## src/rtl/phase_programmer_tx.sv

```systemverilog
// rtl/phase_programmer_tx.sv - phase-programming link transmitter
// Queues host nibbles and sends each one as a GIVE/CONFIRM pair, then closes the phase with END.
module phase_programmer_tx #(
  parameter int DEPTH   = 8,
  parameter int PHASE_W = 3,
  parameter int TIMEOUT = 16
) (
  input  logic               clk,
  input  logic               rst_n,
  input  logic               wr_en,
  input  logic [3:0]         wr_data,
  output logic               full,
  input  logic               start,
  input  logic               phaser_plus,
  output logic               in1,
  output logic               in2,
  output logic [3:0]         data,
  output logic [PHASE_W-1:0] phaser,
  output logic               busy,
  output logic               done,
  output logic               err
);
  localparam int AW = (DEPTH > 1) ? $clog2(DEPTH) : 1;
  localparam int CW = $clog2(DEPTH + 1);
  localparam int TW = (TIMEOUT > 1) ? $clog2(TIMEOUT + 1) : 1;

  typedef enum logic [1:0] {S_IDLE, S_GIVE, S_CONFIRM, S_END} state_t;

  state_t               state_q, state_d;
  logic [3:0]           mem_q [DEPTH];
  logic [AW-1:0]        wr_ptr_q, wr_ptr_d;
  logic [AW-1:0]        rd_ptr_q, rd_ptr_d;
  logic [CW-1:0]        count_q, count_d;
  logic [TW-1:0]        wait_q, wait_d;
  logic [PHASE_W-1:0]   phaser_q, phaser_d;
  logic                 in1_q, in1_d;
  logic                 in2_q, in2_d;
  logic [3:0]           data_q, data_d;
  logic                 busy_q, busy_d;
  logic                 done_q, done_d;
  logic                 err_q, err_d;
  logic                 full_q, full_d;

  logic                 wr_acc;
  logic                 avail;
  logic                 pop;
  logic                 store;
  logic                 deq;
  logic [3:0]           head;

  always_comb begin
    wr_acc   = wr_en & ~full_q;
    // A nibble written in the same cycle as a pop decision is visible to it (bypass).
    avail    = (count_q != '0) | wr_acc;
    head     = (count_q != '0) ? mem_q[rd_ptr_q] : wr_data;
    pop      = 1'b0;
    state_d  = state_q;
    wait_d   = wait_q;
    phaser_d = phaser_q;
    err_d    = err_q;
    done_d   = 1'b0;
    data_d   = data_q;

    case (state_q)
      S_IDLE: begin
        if (start) begin
          err_d = 1'b0;
          if (avail) begin
            state_d = S_GIVE;
            pop     = 1'b1;
            data_d  = head;
          end else begin
            state_d = S_END;
            wait_d  = '0;
            data_d  = 4'h0;
          end
        end
      end
      S_GIVE: begin
        state_d = S_CONFIRM;
      end
      S_CONFIRM: begin
        if (avail) begin
          state_d = S_GIVE;
          pop     = 1'b1;
          data_d  = head;
        end else begin
          state_d = S_END;
          wait_d  = '0;
          data_d  = 4'h0;
        end
      end
      S_END: begin
        if (phaser_plus) begin
          phaser_d = phaser_q + PHASE_W'(1);
          done_d   = 1'b1;
          state_d  = S_IDLE;
        end else if (wait_q == TW'(TIMEOUT - 1)) begin
          err_d   = 1'b1;
          state_d = S_IDLE;
        end else begin
          wait_d = wait_q + TW'(1);
        end
      end
      default: begin
        state_d = S_IDLE;
        data_d  = 4'h0;
      end
    endcase

    // When the FIFO is empty a simultaneous write and pop passes straight through.
    store    = wr_acc & ~(pop & (count_q == '0));
    deq      = pop & (count_q != '0);
    wr_ptr_d = store ? wr_ptr_q + AW'(1) : wr_ptr_q;
    rd_ptr_d = deq ? rd_ptr_q + AW'(1) : rd_ptr_q;
    count_d  = count_q + CW'(store) - CW'(deq);
    full_d   = (count_d == CW'(DEPTH));

    in1_d  = (state_d == S_IDLE) | (state_d == S_GIVE);
    in2_d  = (state_d == S_GIVE) | (state_d == S_CONFIRM);
    busy_d = (state_d != S_IDLE);
  end

  always_ff @(posedge clk) begin
    if (store) begin
      mem_q[wr_ptr_q] <= wr_data;
    end
  end

  always_ff @(posedge clk or negedge rst_n) begin
    if (!rst_n) begin
      state_q  <= S_IDLE;
      wr_ptr_q <= '0;
      rd_ptr_q <= '0;
      count_q  <= '0;
      wait_q   <= '0;
      phaser_q <= '0;
      in1_q    <= 1'b1;
      in2_q    <= 1'b0;
      data_q   <= 4'h0;
      busy_q   <= 1'b0;
      done_q   <= 1'b0;
      err_q    <= 1'b0;
      full_q   <= 1'b0;
    end else begin
      state_q  <= state_d;
      wr_ptr_q <= wr_ptr_d;
      rd_ptr_q <= rd_ptr_d;
      count_q  <= count_d;
      wait_q   <= wait_d;
      phaser_q <= phaser_d;
      in1_q    <= in1_d;
      in2_q    <= in2_d;
      data_q   <= data_d;
      busy_q   <= busy_d;
      done_q   <= done_d;
      err_q    <= err_d;
      full_q   <= full_d;
    end
  end

  assign in1    = in1_q;
  assign in2    = in2_q;
  assign data   = data_q;
  assign phaser = phaser_q;
  assign busy   = busy_q;
  assign done   = done_q;
  assign err    = err_q;
  assign full   = full_q;

endmodule
```

## config.mk

```make
export PLATFORM = sky130hd
export DESIGN_NAME = phase_programmer_tx
export DESIGN_NICKNAME = d
export VERILOG_FILES = /design/src/rtl/phase_programmer_tx.sv
export SDC_FILE = /design/constraint.sdc
export NUM_CORES = 1
export LEC_CHECK = 0
export ABC_AREA = 1
export CORE_ASPECT_RATIO = 0.75
export CORE_UTILIZATION = 59
export DETAILED_ROUTE_END_ITERATION = 10
export PLACE_DENSITY = 0.8
export SLEW_MARGIN = 10
export SYNTH_ARGS = -nofsm -noshare
export SYNTH_HDL_FRONTEND = slang
export SYNTH_SLANG_ARGS = --single-unit
```

## constraint.sdc

```tcl
create_clock -name clk -period 5.6 [get_ports clk]
set_clock_uncertainty 0.05 [all_clocks]
set_input_delay 0.56 -clock clk [delete_from_list [all_inputs] [get_ports clk]]
set_output_delay 0.56 -clock clk [all_outputs]
set_load 0.02 [all_outputs]
```

==> impl_metrics.toml <==
[worst_setup_path]
worstSetupEndpointType = "flop"
cp.arrival_ns = 2.90
startpoint_type = "primary input"
crit_slowest_cell = "clkdlybuf4s50_1"
worstPathRequired_ns = 5.78
cpPeakStageDelay_ns = 0.48
cp_max_fo = 6
crit_chain = "clkdlybuf4s50_1, o21ai_4, inv_2, nand2_2, inv_2, ha_1, inv_1, ha_1, inv_1, fa_1, xnor2_1, nor3_1, and2_1"
path_buf_inv = 5
path_class = "primary input to flop"
crit_family = "adder cells"

[final_layout]
antenna_cells = 0
final_common_cell = "nand2_1"
layout.nets = 332
drive_gt1_frac = 0.1297
fill_cells = 323
area_delta_synth_final_pct = 15.96
final_cell_mix = "nand2_1 (87), nand3_1 (32), edfxtp_1 (32), dfrtp_1 (29)"
fin_area_mm2 = 0.003309

[cts]
cts.clk_slew.worst_paths_ns = 0.07
cts_tree = "built"
clock_path_buffers = 2
numCtsBuffers = 9
htree_levels = 3
cts_root_buf = "clkbuf_8"
ctsResizeCount = 0
clk_latency_ns = 0.34
cts_setup_buffers = 0
hold_buffers = 0
clock-sinks = 62

[drt]
drt_iter0_markers = 201
drt_drc_violations_left = 0
wl_met2_um = 2321
top_layer_used = "met4"
antenna_left = 0
dr.pass1.iters = 5
wl_met3_um = 398
wl_met1_um = 2495
totalWireLength_um = 5307
via_per_inst = 5.236
dr_total_vias = 1953
drt-wirelength-per-cell_um = 14.23

[synth]
ys_seq_area_frac = 0.6002
yosysWarnings = 0
ys_seq_elements = 62
synth_edf_count = 32
synth_nets = 304
synth-async-reset-ratio = 0.4839
synth_area_per_cell_um2 = 10.08
postSynthCellCount = 283
netlist_area_mm2 = 0.002854
synth_ff_type = "edfxtp_1"
ys_types = 33

[place]
pre_cts_ws_ns = 2.531
dp_hpwl_um = 3789
dpl_cell_area_mm2 = 0.003104
gp_congestion = 0.7740
port_buffers = 21

[die]
start_util = 0.6279
die_y_um = 62.23
die_w_um = 82.31
num_rows = 21
die_area_mm2 = 0.005122
core_area_mm2 = 0.004546
ios = 22

[grt]
overflow = 0
grt_max_degree = 31
antenna_found_initial = 0
track_usage = 0.2521
grt_first_pass_wirelength_um = 8983
grt_pass1_vias = 1876

[power_and_ir_drop]
power_mw = 1.881
powerDensity_mw_per_mm2 = 568.5
vdd_ir_drop_max_mv = 0.3605
power_leakage_nw = 1.492

[sta]
period_minus_slack_ns = 2.722
setup_slack_ns = 2.878
hold_viol = 0
tns_ns = 0
worst_pin_slew_ns = 0.6643
setup_viol = 0
rsz0062_at_grt = "no"
drv_slew = 0
max-slew-margin-rel = 0.5571
fin_crit_sh = 0.4860
fmax_ghz = 0.3674

[worst_hold_path]
min_path_type = "flop to flop"

[run_status]
outcome = "completed"

[run]
drv_cap = 0
==> report_power, final <==
group	total [mW]	internal, mW	leakage [nW]	switching [mW]
combinational	0.746	0.290	0.730	0.456
clock	0.411	0.248	0.105	0.163
sequential	0.724	0.621	0.657	0.103
==> layout make-up <==
class | count | area [um^2] | share of cell area
clock inverters | 5 | 73.82 | 0.02231
well taps | 57 | 71.32 | 0.02155
repair buffers | 22 | 217.7 | 0.06578
inverters | 31 | 120.1 | 0.03629
flip-flops and latches | 62 | 1713 | 0.5176
clock buffers | 11 | 131.4 | 0.03970
multi-input cells | 185 | 982.2 | 0.2968
==> registers in the layout, indices dropped and copies added (netlist names) <==
register	cells
mem_q	32
wait_q	5
count_q	4
data	4
phaser	3
rd_ptr_q	3
wr_ptr_q	3
state_q	2
busy	1
done	1
err	1
full	1
in1	1
in2	1
==> worst register-to-register path, stage by stage (launching register included) <==
cell	delay (ns)
dfrtp_1	0.36
inv_1	0.08
ha_1	0.16
nand2_2	0.17
o21bai_4	0.22
ha_1	0.25
inv_1	0.06
ha_1	0.16
inv_1	0.07
fa_1	0.38
xnor2_1	0.22
nor3_1	0.06
and2_1	0.15
==> logic make-up after synthesis <==
kind of cell,count (synthesis),synth area share
fa+ha+maj,12,0.05524
buf+inv,36,0.05567
flops,62,0.6002
simple gates,160,0.2486
xor+xnor,6,0.01841
compound gates,7,0.02192
==> per-layer routing <==
layer | track usage | vias up
met5 | 0 | -
met1 | 0.3678 | 905
met3 | 0.1059 | 10
li1 | - | 970
met2 | 0.3295 | 68
met4 | 0.1031 | 0
==> Yosys cell counts, types with 2 or more instances <==
cell type / number / share of area
nor2_2: 6 / 0.013
o21ai_0: 2 / 0.0035
dfrtp_1: 29 / 0.25
nor2_1: 22 / 0.029
xor2_1: 2 / 0.0061
inv_1: 22 / 0.029
buf_4: 3 / 0.0079
nand2_2: 5 / 0.011
ha_1: 11 / 0.048
nand2_4: 2 / 0.0079
xnor2_1: 4 / 0.012
nand2_1: 87 / 0.11
inv_2: 6 / 0.0079
nand3_1: 32 / 0.056
edfxtp_1: 32 / 0.34
==> worst paths after layout <==
kind,cells after the start,from,slack (ns),end
max in group asynchronous,2,rst_n,4.63,in1
max reg2reg,12,count_q[2],3.11,full
max,13,start,2.88,full
min,1,phaser[2],0.41,phaser[2]
min in group asynchronous,2,rst_n,0.54,phaser[0]
min reg2reg,1,phaser[2],0.41,phaser[2]
==> per-stage QoR <==
stage               utilization  hold WS, ns  std cells
floorplan                     -       0.2144        283
global placement         0.6829       0.4056        357
detailed placement       0.6829       0.4149        357
CTS                      0.7280       0.4238        373
global route             0.7280       0.4686        373
finish                   0.7280       0.4148        373
(Power assumes the default switching activity.)
